**src/rtl/dcache_pkg.sv**
```systemverilog
// Shared types and default geometry for the data-cache tag path.
package dcache_pkg;

    localparam int unsigned DCACHE_NUM_WORDS             = 256;
    localparam int unsigned DCACHE_TAG_WIDTH             = 20;
    localparam int unsigned DCACHE_TAG_STORE_DATA_WIDTH  = 24;
    localparam int unsigned TAG_STORE_VALID_BIT_POSITION = DCACHE_TAG_WIDTH;

    typedef struct packed {
        logic [DCACHE_TAG_STORE_DATA_WIDTH-DCACHE_TAG_WIDTH-2:0] pad;
        logic                                                    valid;
        logic [DCACHE_TAG_WIDTH-1:0]                             tag;
    } dcache_tag_entry_t;

    typedef enum logic [1:0] {
        INIT,
        IDLE,
        FLUSH
    } dcache_tag_ctrl_state_e;

endpackage

```
**src/rtl/dcache_tag_ctrl.sv**
```systemverilog
// Sole master of the tag-store port: init/flush invalidation walk, refill tag writes
// and single-cycle-throughput hit/miss lookups.
module dcache_tag_ctrl
    import dcache_pkg::*;
#(
    parameter int unsigned NUM_WORDS  = DCACHE_NUM_WORDS,
    parameter int unsigned TAG_WIDTH  = DCACHE_TAG_WIDTH,
    parameter int unsigned DATA_WIDTH = DCACHE_TAG_STORE_DATA_WIDTH,
    localparam int unsigned IW        = $clog2(NUM_WORDS),
    localparam int unsigned BW        = DATA_WIDTH / 8
) (
    input  logic                  clk_i,
    input  logic                  rst_i,

    input  logic                  flush_i,
    output logic                  busy_o,
    output logic                  flush_done_o,

    input  logic                  req_i,
    output logic                  ready_o,
    input  logic [IW-1:0]         index_i,
    input  logic [TAG_WIDTH-1:0]  tag_i,
    output logic                  rsp_valid_o,
    output logic                  rsp_hit_o,

    input  logic                  wr_req_i,
    output logic                  wr_gnt_o,
    input  logic [IW-1:0]         wr_index_i,
    input  logic [TAG_WIDTH-1:0]  wr_tag_i,
    input  logic                  wr_valid_i,

    output logic                  ts_en_o,
    output logic                  ts_we_o,
    output logic [BW-1:0]         ts_be_o,
    output logic [IW-1:0]         ts_addr_o,
    output logic [DATA_WIDTH-1:0] ts_wdata_o,
    input  logic [DATA_WIDTH-1:0] ts_rdata_i
);

    localparam int unsigned     VALID_POS = TAG_WIDTH;
    localparam logic [IW-1:0]   LAST_IDX  = IW'(NUM_WORDS - 1);

    dcache_tag_ctrl_state_e state_q, state_d;
    logic [IW-1:0]          cnt_q, cnt_d;
    logic                   rsp_valid_q, rsp_valid_d;
    logic [TAG_WIDTH-1:0]   tag_q, tag_d;

    always_comb begin
        state_d      = state_q;
        cnt_d        = cnt_q;
        tag_d        = tag_q;
        rsp_valid_d  = 1'b0;
        busy_o       = 1'b0;
        flush_done_o = 1'b0;
        ready_o      = 1'b0;
        wr_gnt_o     = 1'b0;
        ts_en_o      = 1'b0;
        ts_we_o      = 1'b0;
        ts_be_o      = '0;
        ts_addr_o    = '0;
        ts_wdata_o   = '0;

        unique case (state_q)
            INIT, FLUSH: begin
                // Reset parks us in INIT; keep the port quiet until reset is released.
                if (!rst_i) begin
                    busy_o    = 1'b1;
                    ts_en_o   = 1'b1;
                    ts_we_o   = 1'b1;
                    ts_be_o   = '1;
                    ts_addr_o = cnt_q;
                    cnt_d     = cnt_q + 1'b1;
                    if (cnt_q == LAST_IDX) begin
                        flush_done_o = 1'b1;
                        cnt_d        = '0;
                        state_d      = IDLE;
                    end
                end
            end

            IDLE: begin
                ready_o = !wr_req_i && !flush_i;
                if (flush_i) begin
                    state_d = FLUSH;
                    cnt_d   = '0;
                end else if (wr_req_i) begin
                    wr_gnt_o   = 1'b1;
                    ts_en_o    = 1'b1;
                    ts_we_o    = 1'b1;
                    ts_be_o    = '1;
                    ts_addr_o  = wr_index_i;
                    ts_wdata_o = DATA_WIDTH'({wr_valid_i, wr_tag_i});
                end else if (req_i) begin
                    ts_en_o     = 1'b1;
                    ts_addr_o   = index_i;
                    tag_d       = tag_i;
                    rsp_valid_d = 1'b1;
                end
            end

            default: state_d = INIT;
        endcase
    end

    always_ff @(posedge clk_i or posedge rst_i) begin
        if (rst_i) begin
            state_q     <= INIT;
            cnt_q       <= '0;
            rsp_valid_q <= 1'b0;
            tag_q       <= '0;
        end else begin
            state_q     <= state_d;
            cnt_q       <= cnt_d;
            rsp_valid_q <= rsp_valid_d;
            tag_q       <= tag_d;
        end
    end

    assign rsp_valid_o = rsp_valid_q;
    assign rsp_hit_o   = rsp_valid_q && ts_rdata_i[VALID_POS]
                         && (ts_rdata_i[TAG_WIDTH-1:0] == tag_q);

    // Pad bits of the read word carry no information.
    if (DATA_WIDTH > TAG_WIDTH + 1) begin : gen_pad
        logic unused_pad;
        assign unused_pad = ^ts_rdata_i[DATA_WIDTH-1:VALID_POS+1];
    end

endmodule

```
**config.mk**
```make
export PLATFORM = sky130hd
export DESIGN_NAME = dcache_tag_ctrl
export DESIGN_NICKNAME = d
export VERILOG_FILES = /design/src/rtl/dcache_pkg.sv /design/src/rtl/dcache_tag_ctrl.sv
export SDC_FILE = /design/constraint.sdc
export NUM_CORES = 1
export LEC_CHECK = 0
export BUFFER_PORTS_ARGS = -buffer_cell sky130_fd_sc_hd__buf_2
export CORE_UTILIZATION = 42
export DETAILED_ROUTE_END_ITERATION = 6
export HOLD_SLACK_MARGIN = 0.06
export PLACE_DENSITY_LB_ADDON = 0.08
export REMOVE_ABC_BUFFERS = 1
export SYNTH_ARGS = -nofsm -noshare
export SYNTH_HDL_FRONTEND = slang
export SYNTH_SLANG_ARGS = --single-unit
```
**constraint.sdc**
```tcl
create_clock -name clk_i -period 2.1 [get_ports clk_i]
set_input_delay 0.105 -clock clk_i [delete_from_list [all_inputs] [get_ports clk_i]]
set_output_delay 0.105 -clock clk_i [all_outputs]
set_load 0.02 [all_outputs]
```
# Yosys cells after proc, flatten, opt, wreduce, memory -nomap -nowiden
# Cells that the tools add are included.
# W data, S select, Z words.
# word_totals
inputBits	86
regBits	31
# op_classes
n_reduce_logical	11
add_sub_neg	1
n_bitwise	2
n_mux	37
n_eq_ne	7
# ops
op	count
$mux W21	3
$mux W8	7
$pmux W8 S2	2
$eq A20 B20 Y1	1
$mux W1	15
$mux W3	3
$add A8 B1 Y8 const B	1
$eq A8 B8 Y1 const B	1
$mux W2	3
$ne A2 B2 Y1 const B	3
$pmux W3 S2	1
$reduce_and A3 Y1	2
$pmux W1 S2	2
$pmux W2 S2	1
$reduce_and A4 Y1	1
$logic_and A1 B1 Y1	3
$eq A2 B1 Y1 const B	1
$eq A2 B2 Y1 const B	1
$logic_not A1 Y1	2
$logic_not A2 Y1	1
$not A1 Y1	2
$reduce_bool A2 Y1	1
$reduce_or A2 Y1	1

# Logic depth before layout (Yosys ltp)
# logic_depth
ltp_word	4
mapped_depth	7
mapped_depth_nobuf	5

# Worst setup path before layout
# OpenSTA, ideal clock, no wires.
# synth_path
kind	reg2reg
startpoint	reg state_q[1]
endpoint	reg tag_q[19]
arrival_time_ns	1.923
slack_ns	0.050
synth_period_minus_slack_ns	2.050
path_stages_with_launch	7
required_ns	1.973
cell_sequence	dfrtp_1 nand2b_1 nor3_1 and2_1 buf_4 buf_4 mux2_1
# synth_between
elab_chain_len	2
# synth_lines
element	line_no	text
start, declared	dcache_tag_ctrl.sv:43	dcache_tag_ctrl_state_e state_q, state_d;
start signal, assigned	dcache_tag_ctrl.sv:112	state_q <= state_d;
$eq A2 B1 Y1	dcache_tag_ctrl.sv:63	unique case (state_q)
$reduce_and A4 Y1 (no line)	n/a	
end signal, assigned	dcache_tag_ctrl.sv:115	tag_q <= tag_d;
end, declared	dcache_tag_ctrl.sv:46	logic [TAG_WIDTH-1:0] tag_q, tag_d;
# No other way between the ends.
# A chain may end at the register's enable or synchronous reset.

# Worst setup path in the final report
# layout_path
startpoint	reg state_q[0]
endpoint	out ts_addr_o[2]
# layout_between
elab_chain_len	3
elab_cells_between_ends	5
classes_between	eq/ne (2); mux (1); reduce/logical (2)
# layout_lines
element	line_no	text
$eq A2 B2 Y1 or $logic_not A2 Y1 (tied branches)	dcache_tag_ctrl.sv:63	
$reduce_or A2 Y1	dcache_tag_ctrl.sv:63	
$pmux W8 S2 (*)	dcache_tag_ctrl.sv:63	
end, declared	dcache_tag_ctrl.sv:35	output logic [IW-1:0] ts_addr_o,
# Every way passes the cells marked *; elsewhere a longest branch is shown, timed or not.

==> tab_implementation.tex <==
\begin{tabular}{lr}
\hline
Metric & Value \\
\hline
\multicolumn{2}{l}{\textbf{CTS}} \\
Clock latency at the later pin of the worst-skew pair & approximately 0.28 ns \\
Postcts setup bufs & 0 \\
Clock Sink Count & 31 \\
H-tree level count & 2 \\
CTS root buf & clkbuf\_8 \\
Clock tree from TritonCTS & done \\
Clock slew at reported path FFs & 0.07 ns \\
Post-cts hold buffer count & 21 \\
Number of buffers between clock root and the deepest sink & 2 \\
Post-cts resize count & 0 \\
Number of buffers inserted during clock tree synthesis & 5 \\
\multicolumn{2}{l}{\textbf{Drt}} \\
Total routed wire length on the met1 layer & 2.13 mm \\
Drt first pass iters & 4 \\
Final Routed Wirelength & roughly 5.0 mm \\
Number of vias after detailed routing & approximately 1800 \\
First DRT Iteration DRCs & 86 \\
Routed length on met2 & about 2.6 mm \\
ANT nets after route & 0 \\
Detail-routed net length per standard cell & 13.2 um \\
Wire length on met3 & 200 um \\
DRC Markers & 0 \\
Detailed-route vias per instance & 4.90 \\
Uppermost metal layer occupied by signal nets & met4 \\
\multicolumn{2}{l}{\textbf{Finish}} \\
Area of all placed cells without fillers & between 2000 and 3000 um\^{}2 \\
Number of nets at the end of the flow & 411 \\
Area Growth Syn to Fin & 49.9\% \\
Ratio of cells with drive above 1 in the final layout & 0.455 \\
Post-route core utilization & 0.653 \\
Non-filler instance count after layout & 377 \\
Diodes inserted & 0 \\
\multicolumn{2}{l}{\textbf{Yosys}} \\
Library cells used by synthesis & 35 \\
Netlist area before placement & approximately 1900 um\^{}2 \\
Number of flops mapped to enable cells by yosys & 0 \\
Most numerous cell types in the synthesized netlist & dfrtp\_1 (31), and3\_1 (22), xnor2\_1 (15) \\
Share of Yosys cell area claimed by the top area cell type & 0.409 \\
Share of synthesized flip-flops with an asynchronous set or reset & 1.00 \\
Most used standard cell by instance count after synthesis & dfrtp\_1 \\
Synth Register Bits & 31 \\
Sequential cell area fraction in the yosys report & 0.409 \\
Most area-consuming cells after synthesis & dfrtp\_1 (41\%), mux2\_2 (7.7\%), and3\_1 (7.3\%), xnor2\_1 (6.9\%), a221o\_1 (4.2\%) \\
Synthesized instance count & approximately 190 \\
Commonest register cell after synthesis & dfrtp\_1 \\
Yosys warnings & 0 \\
Dominant cell type by area after synthesis & dfrtp\_1 \\
Synthesized area per cell & 10.2 um\^{}2 \\
\multicolumn{2}{l}{\textbf{Floorplan}} \\
Area of the core & 4350 um\^{}2 \\
Initial standard-cell utilization of the core & 0.435 \\
Std-Cell Rows & 24 \\
Horiz. Die Dim & between 60 and 70 um \\
Die area & 4790 um\^{}2 \\
Die height & 69.2 um \\
Top-Level Pins & 129 \\
\multicolumn{2}{l}{\textbf{Critical path}} \\
Data arrival time of the critical path & 1.85 ns \\
Delay contributed by the slowest stage of the critical path & 0.41 ns \\
Register-to-register setup slack & around 0.37 ns \\
Startpoint of the worst register-to-register path & state\_q[0] \\
Worst-path cell with the longest stage delay & dfrtp\_1 \\
Crit path kind & reg -> out \\
Startpoint types & flop \\
Required time of the worst setup path & around 2.0 ns \\
Worst setup EP type & primary output \\
Destination of the worst register-to-register timing path & cnt\_q[7] \\
List of cells traversed by the critical path & nand2b\_1 -> nor3\_1 -> and2\_1 -> buf\_12 -> a221o\_1 -> buf\_2 \\
Origin of the worst setup path & state\_q[0] \\
Endpoint of the most critical setup path & ts\_addr\_o[2] \\
Crit path max fanout & 29 \\
Worst Reg2Reg Path Length in Cells & 4 \\
\multicolumn{2}{l}{\textbf{Global routing}} \\
Vias in the first global route & 1808 \\
Total global-route track usage & 0.212 \\
Total global routing overflow & 0 \\
Pin count of the biggest net entering global routing & 32 \\
Global-route wire length before repair & just over 8 mm \\
Initial antenna violation count & 0 \\
\multicolumn{2}{l}{\textbf{Hold path}} \\
Class of the tightest hold or removal check & in -> reg \\
\multicolumn{2}{l}{\textbf{STA}} \\
Final Skew & a little under 0.005 ns \\
Unrepaired setup endpoints after global routing & false \\
Final number of setup-violating endpoints & 0 \\
Highest clock frequency the design can meet & 510 MHz \\
Max-slew violation count & 0 \\
Final Hold Vio Count & 0 \\
Period Utilization, post-route & 0.933 \\
Total negative slack & 0 ns \\
Final period demand of the worst path & roughly 2.0 ns \\
Final worst-path setup slack & about 0.14 ns \\
\multicolumn{2}{l}{\textbf{Placed design}} \\
Post-DP HPWL & $\sim$3.5 mm \\
Placement-stage worst setup slack & 0.384 ns \\
Number of buffers inserted by port buffering & 122 \\
Placed cell count & roughly 350 \\
Standard cell area after detailed placement & between 2000 and 3000 um\^{}2 \\
Final Wtd Congestion & roughly 0.76 \\
\multicolumn{2}{l}{\textbf{Power and ir drop}} \\
IR drop worst, VDD & 0.369 mV \\
Leak Pwr & approximately 1.6 nW \\
Pwr per Cell Area & 636 nW/um\^{}2 \\
\multicolumn{2}{l}{\textbf{Run status}} \\
Run status & complete, no violations \\
\multicolumn{2}{l}{\textbf{Job}} \\
Max Cap Violations & 0 \\
\hline
\end{tabular}
[state kept, by name, indices dropped and copies added (netlist names)]
signal	cells
tag_q	20
state_q	2
cnt_q	8
rsp_valid_o	1
[layout make-up]
type	instances	area (um^2)
fill	374	1510
tap	52	65.1
clock buffer	6	82.6
inverter	2	7.51
sequential	31	776
timing repair buffer	146	856
multi-input combinational	138	1020
clock inverter	2	35.0
[placed cells by master, fill, tap and decap left out, drive strengths merged]
master       instances
clkbuf               6
a21oi                6
and3                22
nor3                 1
nand3b               2
dlygate4sd3         21
xor2                 9
clkinv               1
o21ai                4
o211ai               1
a221o                8
a211o                1
nor2                 7
conb                 3
xnor2               15
nand2                5
nor4                 3
nand3                4
inv                  2
dfrtp               31
ha                   1
or2                  2
and2                11
nand2b               1
bufinv               1
nor2b                2
buf                125
nand4                5
a22o                 2
o22ai                1
a211oi               1
mux2                20
or4b                 1
[worst min-delay path by stage]
stage	start	endpoint	slack (ns)	cells after the start
global placement	rst_i	state_q[1]	0.22	3
detailed placement	rst_i	state_q[1]	0.24	3
floorplan	flush_i	cnt_q[6]	0.19	1
global route	flush_i	cnt_q[6]	0.12	2
finish	flush_i	cnt_q[6]	0.10	2
CTS	flush_i	cnt_q[6]	0.1	2
[logic make-up (layout without fill, tap and decap cells)]
group                      count (synthesis)  in the layout  share of synthesized area
and+or+nand+nor                           66             66                      0.202
DFF                                       31             31                      0.409
AOI/OAI and AO/OA                         24             24                     0.0937
xor gates and xnor gates                  24             24                      0.111
muxes                                     20             20                      0.119
buffers and inverters                     18            156                     0.0568
adders and majority gates                  1              1                    0.00660
other                                      1              3                    0.00198
[routing by layer]
| layer | track usage | up-vias |
|---|---|---|
| met1 | 0.254 | 857 |
| met3 | 0.0422 | 12 |
| met4 | 0.0771 | 0 |
| met2 | 0.373 | 51 |
| met5 | 0 | - |
| li1 | - | 929 |
[through the flow]
step / hold slack (ns) / power (W)
2_1_floorplan: 0.192 / 0.00101
3_3_place_gp: 0.224 / 0.00116
3_5_place_dp: 0.236 / 0.00117
4_1_cts: 0.0956 / 0.00182
5_1_grt: 0.117 / 0.00191
6_report: 0.105 / 0.00181
[power breakdown]
group	internal, W	total (W)	switching (W)
combinational	0.000237	0.000430	0.000194
sequential	0.000674	0.000761	0.0000867
clock	0.000384	0.000616	0.000232
total	0.00129	0.00181	0.000512
[worst max-delay path, delay by kind of cell, from the launching register on]
| family | cells | cell delay (ns) |
|---|---|---|
| DFF | 1 | 0.41 |
| and+or+nand+nor | 3 | 0.48 |
| AOI/OAI and AO/OA | 1 | 0.35 |
| buffers and inverters | 2 | 0.33 |
Power figures use the tool's default switching activity.
